--- config.mk ---
export PLATFORM = sky130hd
export DESIGN_NAME = pipe_stage_reg
export DESIGN_NICKNAME = d
export VERILOG_FILES = /design/src/rtl/pipe_stage_reg_pkg.sv /design/src/rtl/pipe_slot.sv /design/src/rtl/pipe_stage_reg.sv
export SDC_FILE = /design/constraint.sdc
export NUM_CORES = 1
export LEC_CHECK = 0
export ABC_AREA = 1
export CORE_UTILIZATION = 45
export CTS_BUF_LIST = sky130_fd_sc_hd__clkbuf_4
export CTS_CLUSTER_SIZE = 30
export DETAILED_ROUTE_END_ITERATION = 6
export PLACE_DENSITY = 0.82
export SYNTH_ARGS = -nofsm -noshare
export SYNTH_HDL_FRONTEND = slang
export SYNTH_SLANG_ARGS = --single-unit
--- constraint.sdc ---
create_clock -name clk -period 3.1 [get_ports clk]
set_input_delay 0.465 -clock clk [delete_from_list [all_inputs] [get_ports clk]]
set_output_delay 0.465 -clock clk [all_outputs]
set_load 0.01 [all_outputs]
--- src/rtl/pipe_stage_reg_pkg.sv ---
// Shared constants for the core's inter-stage registers: stage payload widths
// and the bubble (NOP) encoding that flushed or drained slots carry.
package pipe_stage_reg_pkg;

  localparam int PC_W    = 32;
  localparam int IR_W    = 32;
  localparam int STAGE_W = PC_W + IR_W;

  // sll $0,$0,0 -- the all-zero instruction word decodes as nop
  localparam logic [IR_W-1:0]    NOP_IR    = '0;
  localparam logic [STAGE_W-1:0] BUBBLE_FD = {{PC_W{1'b0}}, NOP_IR};

endpackage

--- src/rtl/pipe_slot.sv ---
// One storage slot of a pipeline stage: payload register plus valid bit.
// clear (bubble load) wins over load; with neither asserted the slot holds.
module pipe_slot
  import pipe_stage_reg_pkg::*;
#(
  parameter int                DATA_W     = STAGE_W,
  parameter logic [DATA_W-1:0] BUBBLE_VAL = '0
) (
  input  logic              clk,
  input  logic              load,
  input  logic              clear,
  input  logic [DATA_W-1:0] d,
  output logic              valid,
  output logic [DATA_W-1:0] q
);

  always_ff @(posedge clk) begin
    if (clear) begin
      valid <= 1'b0;
      q     <= BUBBLE_VAL;
    end else if (load) begin
      valid <= 1'b1;
      q     <= d;
    end
  end

endmodule

--- src/rtl/pipe_stage_reg.sv ---
// Valid/ready pipeline stage register with optional two-entry skid buffer,
// synchronous flush and bubble insertion on flush or drain.
module pipe_stage_reg
  import pipe_stage_reg_pkg::*;
#(
  parameter int                DATA_W     = STAGE_W,
  parameter logic [DATA_W-1:0] BUBBLE_VAL = BUBBLE_FD[DATA_W-1:0],
  parameter int                SKID       = 1
) (
  input  logic              clk,
  input  logic              reset,
  input  logic              flush,
  input  logic              in_valid,
  output logic              in_ready,
  input  logic [DATA_W-1:0] in_data,
  output logic              out_valid,
  input  logic              out_ready,
  output logic [DATA_W-1:0] out_data,
  output logic [1:0]        occupancy
);

  // Encoding doubles as the entry count.
  localparam logic [1:0] ST_EMPTY = 2'd0;
  localparam logic [1:0] ST_FULL  = 2'd1;
  localparam logic [1:0] ST_SKID  = 2'd2;

  logic [1:0]        state;
  logic [1:0]        state_nxt;
  logic              main_load;
  logic              main_clear;
  logic              skid_load;
  logic              skid_clear;
  logic              main_valid;
  logic              skid_valid;
  logic [DATA_W-1:0] main_d;
  logic [DATA_W-1:0] main_q;
  logic [DATA_W-1:0] skid_q;

  always_comb begin
    main_load  = 1'b0;
    main_clear = 1'b0;
    skid_load  = 1'b0;
    skid_clear = 1'b0;
    main_d     = in_data;
    state_nxt  = state;
    if (reset || flush) begin
      main_clear = 1'b1;
      skid_clear = 1'b1;
      state_nxt  = ST_EMPTY;
    end else begin
      case (state)
        ST_EMPTY: begin
          if (in_valid) begin
            main_load = 1'b1;
            state_nxt = ST_FULL;
          end
        end
        ST_FULL: begin
          if (in_valid && out_ready) begin
            main_load = 1'b1;
          end else if (in_valid && (SKID != 0)) begin
            skid_load = 1'b1;
            state_nxt = ST_SKID;
          end else if (!in_valid && out_ready) begin
            main_clear = 1'b1;
            state_nxt  = ST_EMPTY;
          end
        end
        ST_SKID: begin
          if (out_ready) begin
            main_load  = 1'b1;
            main_d     = skid_q;
            skid_clear = 1'b1;
            state_nxt  = ST_FULL;
          end
        end
        default: begin
          main_clear = 1'b1;
          skid_clear = 1'b1;
          state_nxt  = ST_EMPTY;
        end
      endcase
    end
  end

  always_ff @(posedge clk) begin
    state <= state_nxt;
  end

  pipe_slot #(
    .DATA_W     (DATA_W),
    .BUBBLE_VAL (BUBBLE_VAL)
  ) u_main (
    .clk   (clk),
    .load  (main_load),
    .clear (main_clear),
    .d     (main_d),
    .valid (main_valid),
    .q     (main_q)
  );

  generate
    if (SKID != 0) begin : g_skid
      pipe_slot #(
        .DATA_W     (DATA_W),
        .BUBBLE_VAL (BUBBLE_VAL)
      ) u_skid (
        .clk   (clk),
        .load  (skid_load),
        .clear (skid_clear),
        .d     (in_data),
        .valid (skid_valid),
        .q     (skid_q)
      );
      // Registered ready: no combinational path from out_ready.
      assign in_ready = !skid_valid;
    end else begin : g_noskid
      assign skid_valid = 1'b0;
      assign skid_q     = BUBBLE_VAL;
      assign in_ready   = !main_valid || out_ready;
    end
  endgenerate

  assign out_valid = main_valid;
  assign out_data  = main_q;
  assign occupancy = state;

endmodule

==> results of run 1 <==
tightest hold or removal path, delay by kind of cell (launching register included):
family             cells  cell delay [ns]
DFF                    1             0.32
and+or+nand+nor        1             0.06
AOI/OAI and AO/OA      1             0.05
area by class of cell:
class / instances / area [sq um] / share of cell area (%)
Clock buffer: 18 / 135 / 1.72
Sequential cell: 132 / 2640 / 33.6
Multi-Input combinational cell: 600 / 2720 / 34.6
Tap cell: 176 / 220 / 2.80
Inverter: 136 / 510 / 6.48
Timing Repair Buffer: 153 / 1500 / 19.1
Clock inverter: 14 / 143 / 1.81
final timing paths:
path / startpoint / endpoint / slack (ns) / cells after the start
max: occupancy[0] / occupancy[0] / 1.03 / 1
min: g_skid.u_skid.q[1] / g_skid.u_skid.q[1] / 0.47 / 2
max reg2reg: occupancy[0] / u_main.valid / 1.33 / 6
min reg2reg: g_skid.u_skid.q[1] / g_skid.u_skid.q[1] / 0.47 / 2
per-layer routing:
metal,up-vias,track usage (%),share of wire [%]
li1,3044,-,-
met3,28,5.21,5.4
met5,-,0,0
met2,159,40.1,49
met1,2651,28.0,43
met4,0,9.81,2.2
cell usage after synthesis:
| library cell | n | area (sq um) |
|---|---|---|
| nand3_1 | 68 | 340 |
| nand4_1 | 2 | 12.5 |
| nor2_1 | 6 | 22.5 |
| a21oi_2 | 1 | 8.76 |
| nor2_4 | 1 | 11.3 |
| o21ai_0 | 3 | 15.0 |
| nor2_2 | 1 | 6.26 |
| inv_2 | 2 | 7.51 |
| buf_2 | 43 | 215 |
| a21oi_1 | 66 | 330 |
| a31oi_1 | 1 | 6.26 |
| buf_1 | 1 | 3.75 |
| clkbuf_1 | 15 | 56.3 |
| inv_1 | 134 | 503 |
| dfxtp_1 | 132 | 2640 |
| nand3b_1 | 63 | 473 |
| nand2_1 | 388 | 1460 |
power breakdown:
part	total (uW)	switching [uW]	internal [uW]
registers	1770	24.6	1740
logic	443	210	233
clock network	1150	602	548
logic make-up after synthesis:
group | synth area share (%)
flops | 43.2
simple gates | 38.0
buf+inv | 12.9
compound gates | 5.90
through the flow:
stage	hold slack (ns)	total power (uW)
2_1_floorplan	0.444	2010
3_3_place_gp	0.451	2240
3_5_place_dp	0.455	2250
4_1_cts	0.448	3400
5_1_grt	0.465	3510
6_report	0.469	3360
sequential cells by signal, indices dropped and copies added (netlist names):
name and flops:
g_skid.u_skid.valid 1, occupancy 2, u_main.q 64, g_skid.u_skid.q 64, u_main.valid 1
layout by cell type (no fill, tap or decap):
master,Yosys,final
a21oi_1,66,65
a21oi_4,0,2
a31oi_1,1,1
buf_12,0,1
buf_4,0,16
bufinv_16,0,3
clkbuf_4,0,18
clkdlybuf4s50_1,0,136
clkinv_1,0,4
clkinv_2,0,6
clkinvlp_4,0,1
dfxtp_1,132,132
inv_1,134,134
inv_2,2,2
nand2_1,388,387
nand2_2,0,1
nand3_1,68,65
nand3_2,0,3
nand3b_1,63,63
nand4_1,2,2
nor2_1,6,6
nor2_4,1,2
o21ai_0,3,3
==> results.md, run 1 <==
* Fin. Hold Viols at 0
* Layout Skew at 0.0144 ns
* Layout cells sized above 1 at 5.22%
* Via/cell ratio at 4.79
* Post-Route WL at 15.6 mm
* Final Setup Violations at 0
* Cell count after synthesis at 927
* Mapped Area at 6110 sq um
* Slowest-stage cell, CP: clkdlybuf4s50_1
* ANT cells at 0
* Tightest Pin Transition at 0.715 ns
* Iteration-0 DRC Markers at 457
* DR pass1 iterations at 5
* Starting Density at 46.1%
* Rows at 42
* Total GRT Usage at 23.4%
* Post-CTS Resized at 0
* Syn_area_per_cell at 6.59 sq um
* Port bufs at 136
* Layout Nets at 1109
* Reg clk slew, reported paths at 0.11 ns
* Crit start category: flop
* Yosys cell types at 17
* CP max stage delay at 0.61 ns
* Slew HR at 52.3%
* Vias in the first global route at 5516
* CP cell instances: clkdlybuf4s50_1
* Die W at 119 um
* Placed cell areas at 7600 sq um
* Top Family by Delay on Critical Path: buffers and inverters
* H-tree levels at 4
* Fin area at 7880 sq um
* Die height at 119 um
* Finished Core Util at 59.5%
* Max Freq at 482 MHz
* Post-route worst setup slack at 1.03 ns
* Critical path buffers and inverters at 1
* RSZ-0062 raised after global routing: no
* Fin cells at 1229
* Status: complete, no violations
* Wire per inst at 12.7 um
* LEAKAGE at 0.00380 uW
* Crit. End Element: primary output
* Vias at 5882
* YS warnings at 0
* Root Buffer: clkbuf_4
* Gpl congestion at 0.773
* Hold Path Class: flop to flop
* Die Area at 14000 sq um
* Initial antenna violation count at 0
* Clk_lat worst skew at 0.54 ns
* Critical path peak fanout at 7
* GRT overflow at 0
* CTS Hold Bufs at 0
* Power per cell area at 426 nW/um^2
* Total negative slack at 0 ns
* Placed Cells at 1197
* Global-route wire length before repair at 26.2 mm
* WP data arrival at 1.61 ns
* Final Cycle Share at 66.9%
* Clock tree buffer depth at 2
* Crit path kind: flop to primary output
* #FFs+latches synth at 132
* Max cap viols at 0
* Final ANT Viol Nets at 0
* Detailed Place HPWL at 9.63 mm
* Setup WS pre-CTS at 0.746 ns
* Total CTS buffers at 17
* Crit path time final at 2.07 ns
* WP data required at 2.63 ns
* Number of fill cells in the layout at 1235
* Boundary pin count at 137
* Syn nets at 996
* Fin. max-slew vios at 0
* Clock Sinks at 132
* # Post-CTS Setup Buffers at 0
* Core area at 13200 sq um
* Worst VDD drop at 238 uV
* Largest net degree at the start of global routing at 67
* Sequential element share of the synthesized area at 43.2%
* Drt drc at 0
* Area growth syn-to-layout at 28.9%
* TritonCTS clock tree: built
Power figures use the tool's default switching activity.
==> run 2, diff against run 1 <==
- clock period: 3.1 -> 2 ns (I/O delays scaled with it)
==> run 2 against run 1 <==
Against the previous run:
- core utilization grew 1.2 points
- die area stayed put
- combinational power increased by 64%
- final area is 2.1% higher
- critical path type unchanged
- critical path depth unchanged
- non-clock buffer count rose by 9
- flip-flop and latch count unchanged
==> results.md, run 2 (synthesis results as in run 1) <==
* Status: complete, no violations
* H-tree levels at 4 (unchanged)
* Iteration-0 DRC Markers at 502 (+9.8%)
* Slew HR at 76.4% (+24 points)
* Crit. End Element: primary output
* Vias in the first global route at 5332 (-3.3%)
* Design Power at 4900 uW (+46%)
* Die W at 119 um (unchanged)
* Setup crit start: occupancy[0]
* Fin. max-slew vios at 0 (unchanged)
* Total CTS buffers at 17 (unchanged)
* Total negative slack at 0 ns (unchanged)
* Rows at 42 (unchanged)
* Crit path kind: flop to primary output
* TritonCTS clock tree: built
* Layout cells sized above 1 at 5.93% (+0.71 points)
* Clock tree buffer depth at 2 (unchanged)
* CTS Hold Bufs at 0 (unchanged)
* Initial antenna violation count at 1 (+1)
* RSZ-0062 raised after global routing: no
* CP max stage delay at 0.58 ns (-0.03 ns)
* WP data arrival at 1.53 ns (-0.08 ns)
* Worst VDD drop at 370 uV (+55%)
* Largest net degree at the start of global routing at 42 (-37%)
* Critical path buffers and inverters at 1 (unchanged)
* Root Buffer: clkbuf_4
* LEAKAGE at 0.00387 uW (+1.8%)
* Final ANT Viol Nets at 0 (unchanged)
* Fin. Hold Viols at 0 (unchanged)
* Final Setup Violations at 0 (unchanged)
* Starting Density at 46.1% (unchanged)
* Clock Sinks at 132 (unchanged)
* Via/cell ratio at 4.85 (+1.3%)
* Number of fill cells in the layout at 1217 (-1.5%)
* Gpl congestion at 0.755 (-2.3%)
* Most common cell after layout, fill and taps aside: nand2_1
* Tightest Pin Transition at 0.353 ns (-0.362 ns)
* WP data required at 1.70 ns (-0.93 ns)
* Worst hold path startpoint: in_data[34]
* Commonest non-fill, non-tap cells in the layout: nand2_1 (387), clkdlybuf4s50_1 (136), inv_1 (134), dfxtp_1 (130)
* Layout Nets at 1118 (+0.81%)
* Die height at 119 um (unchanged)
* Die Area at 14000 sq um (unchanged)
* Drt drc at 0 (unchanged)
* Setup WS pre-CTS at 0.00113 ns (-0.745 ns)
* Port bufs at 136 (unchanged)
* DR pass1 iterations at 5 (unchanged)
* Max Freq at 546 MHz
* Total GRT Usage at 23.1% (-0.21 points)
* GRT overflow at 0 (unchanged)
* Boundary pin count at 137 (unchanged)
* Global-route wire length before repair at 26.0 mm (-0.76%)
* RR Startpoint: occupancy[0]
* CP cell instances: clkdlybuf4s50_1
* Max cap viols at 0 (unchanged)
* Final hold slack at 0.325 ns (-0.144 ns)
* Power per cell area at 610 nW/um^2 (+43%)
* Crit start category: flop
* # Post-CTS Setup Buffers at 0 (unchanged)
* Final Cycle Share at 91.6%
* Hold Path Class: input port to flop
* Wire per inst at 12.6 um (-1.0%)
* Post-Route WL at 15.6 mm (-0.24%)
* Slowest-stage cell, CP: clkdlybuf4s50_1
* Core area at 13200 sq um (unchanged)
* Crit path time final at 1.83 ns
* Critical path peak fanout at 7 (unchanged)
* Vias at 6005 (+2.1%)
* Clk_lat worst skew at 0.55 ns (about the same)
* Post-CTS Resized at 0 (unchanged)
* Detailed Place HPWL at 10.0 mm (+4.3%)
* Finished Core Util at 60.7% (+1.2 points)
* Layout Skew at 0.0159 ns (+0.00152 ns)
* Area growth syn-to-layout at 31.6%
* Top Family by Delay on Critical Path: buffers and inverters
* Reg clk slew, reported paths at 0.11 ns (about the same)
* Post-route worst setup slack at 0.167 ns (-0.859 ns)
-- run 2: metrics by stage --
step | instance area [sq um] | instances
floorplan | 6110 | 927
global placement | 7830 | 1206
detailed placement | 7830 | 1206
CTS | 8040 | 1238
global route | 8040 | 1239
finish | 8040 | 1239
-- run 2: report_power, final --
| group | total [uW] | switching, uW | internal (uW) |
|---|---|---|---|
| registers | 2740 | 37.2 | 2700 |
| logic | 727 | 333 | 393 |
| clock network | 1440 | 917 | 524 |
-- run 2: worst paths after layout --
check             cells past startpoint             endpoint  slack [ns]
hold / removal                        3  g_skid.u_skid.q[34]        0.33
setup / recovery                      1         occupancy[0]        0.17
hold reg to reg                       2  g_skid.u_skid.q[52]        0.47
setup reg to reg                      9         u_main.q[12]        0.38
-- run 2: cell type report --
cell class | instances | area (sq um) | area share [%]
multi-input cells | 600 | 2720 | 33.9
flip-flops and latches | 132 | 2650 | 32.9
repair buffers | 162 | 1730 | 21.5
inverters | 136 | 510 | 6.35
well taps | 176 | 220 | 2.74
clock buffers | 22 | 165 | 2.05
clock inverters | 10 | 41.3 | 0.514
diodes | 1 | 2.50 | 0.0311
-- run 2: per-layer routing --
layer	GRT usage, %	part of all wire (%)	wire length (um)	vias to the layer above
li1	-	-	-	3065
met1	30.1	45	6990	2706
met2	37.1	47	7320	212
met3	5.31	6.5	1010	22
met4	9.02	1.7	260	0
met5	0	0	0	-
==> RTL change: new RTL, config.mk and constraints of run 2 <==
The package constant `PC_W` goes from 32 to 64.
--- a/src/rtl/pipe_stage_reg_pkg.sv
+++ b/src/rtl/pipe_stage_reg_pkg.sv
@@ -3,5 +3,5 @@
 package pipe_stage_reg_pkg;
 
-  localparam int PC_W    = 32;
+  localparam int PC_W    = 64;
   localparam int IR_W    = 32;
   localparam int STAGE_W = PC_W + IR_W;
Interface: changed (resized in_data and out_data); port bits go from 137 to 201. No check against the original RTL was run, so the function may have changed too.
==> RTL change against run 2 <==
The flow now finishes with violations (design-rule violations); hold slack got worse by 0.035 ns; setup slack got worse by 0.046 ns; synthesized area rose by 49%; synthesized cell count rose by 48%; clock power rose by 49%; die area rose by 48%; wire length rose by 59%; sequential cell count rose by 64; final area rose by 47%; total power rose by 48%; non-clock buffer count rose by 69; critical path depth did not move; cell count rose by 46%; register-to-register slack barely moved; largest power group unchanged.
==> RTL change: results <==
metrics = {
    "outcome": {
        "outcome": "complete, but fails checks",
        "violations": "design-rule violations",
    },
    "detailed_routing": {
        "first_iter_violations": 577,
        "drc_errors": 7,
        "dr.pass1.iters": 7,
        "num_vias": 8843,
        "wl_per_cell_um": 13.62,
    },
    "worst_hold_path": {
        "hold_path_end": "g_skid.u_skid.q[17]$_SDFFE_PP0P_",
        "worstHoldStart": "in_data[17]",
    },
    "critical_path": {
        "reg2reg_from": "occupancy[1]$_SDFFE_PN0P_",
        "r2r_cells": 8,
        "worstPathArrival_ns": 1.58,
        "timing.rr.end": "u_main.q[43]$_SDFFE_PP0P_",
    },
    "synthesis": {
        "async_flop_share_pct": 0,
        "synth_area_leaders": "dfxtp_1 43%, nand2_1 24%, nand3b_1 7.8%, inv_1 7.8%, nand3_1 5.4%",
        "yosysUniqueCellTypes": 22,
        "yosys-top-cells-count": "579 x nand2_1, 196 x dfxtp_1, 189 x inv_1",
        "synth.net_count": 1476,
    },
    "global_routing": {
        "grt_pass1_vias": 7974,
        "grt_max_degree": 99,
        "grt_util_all_layers_pct": 24.13,
        "grt_pass1_wl_mm": 39.41,
    },
    "clocking": {
        "clock_latency_ns": 0.57,
        "path_clk_slew_ns": 0.16,
    },
    "power_and_ir_drop": {
        "p_int_mw": 5.356,
        "p_leak_nw": 5.613,
    },
    "placed_design": {
        "routabilityCongestion": 0.7984,
        "dp_hpwl_mm": 15.41,
    },
    "timing": {
        "holdWs_ns": 0.2907,
        "fin_skew_ns": 0.01676,
    },
    "layout": {
        "fin_nets": 1635,
        "drive_gt1_share_pct": 4.977,
    },
}
==> RTL change: kinds of logic (layout without fill, tap and decap cells) <==
family,Yosys count,count (layout),share of synthesized area (%)
AOI/OAI and AO/OA,103,103,5.752
buffers and inverters,291,463,13.21
other,0,1,0
DFF,196,196,43.05
and+or+nand+nor,785,785,37.99
==> RTL change: worst max-delay path by stage <==
stage          cells past startpoint  slack (ns)                   endpoint
6_report                           1        0.12               occupancy[0]
5_1_grt                            1        0.02               occupancy[0]
4_1_cts                            1        0.03               occupancy[0]
3_5_place_dp                      10       -0.08  u_main.q[43]$_SDFFE_PP0P_
3_3_place_gp                      10       -0.02  u_main.q[52]$_SDFFE_PP0P_
2_1_floorplan                     10        0.53  u_main.q[58]$_SDFFE_PP0P_
==> RTL change: through the flow <==
step           setup WS (ns)  TNS [ns]  util [%]  instance area, um^2  std cells
6_report              0.1209         0     59.94                11780       1813
5_1_grt              0.02408         0     59.94                11780       1813
4_1_cts              0.03385         0     59.91                11770       1812
3_5_place_dp        -0.07820    -1.857     58.46                11490       1780
3_3_place_gp        -0.01677  -0.04285     58.46                11490       1780
2_1_floorplan         0.5315         0         -                 9114       1375
==> RTL change: cell type report <==
type / count / share of cell area, %
flip-flops and latches: 196 / 33.35
clock inverters: 12 / 1.115
clock buffers: 20 / 1.274
multi-input cells: 888 / 34.36
well taps: 265 / 2.814
repair buffers: 231 / 20.69
inverters: 200 / 6.383
diodes: 1 / 0.02124
==> RTL change: routing by layer <==
metal  routed length [um]  GRT usage (%)  vias up
met1                11200          32.40     4002
met2                11190          37.83      314
met5                    0              0        -
li1                     -              -     4488
met4                  410          7.922        0
met3                 1882          5.861       39
==> RTL change: power by group through the flow <==
stage / Combinational [mW] / Sequential [mW] / Clock, mW
after floorplan: 0.443 / 4.19 / 0
after global placement: 1.05 / 4.15 / 0
after detailed placement: 1.06 / 4.15 / 0
after CTS: 1.07 / 4.07 / 2.19
after global routing: 1.17 / 4.08 / 2.36
final: 1.07 / 4.07 / 2.14
==> RTL change: timing repair <==
item                                    4_1_cts  5_1_grt
gates resized for setup                       2        2
endpoints found under the setup margin        2        2
gates cloned                                  0        0
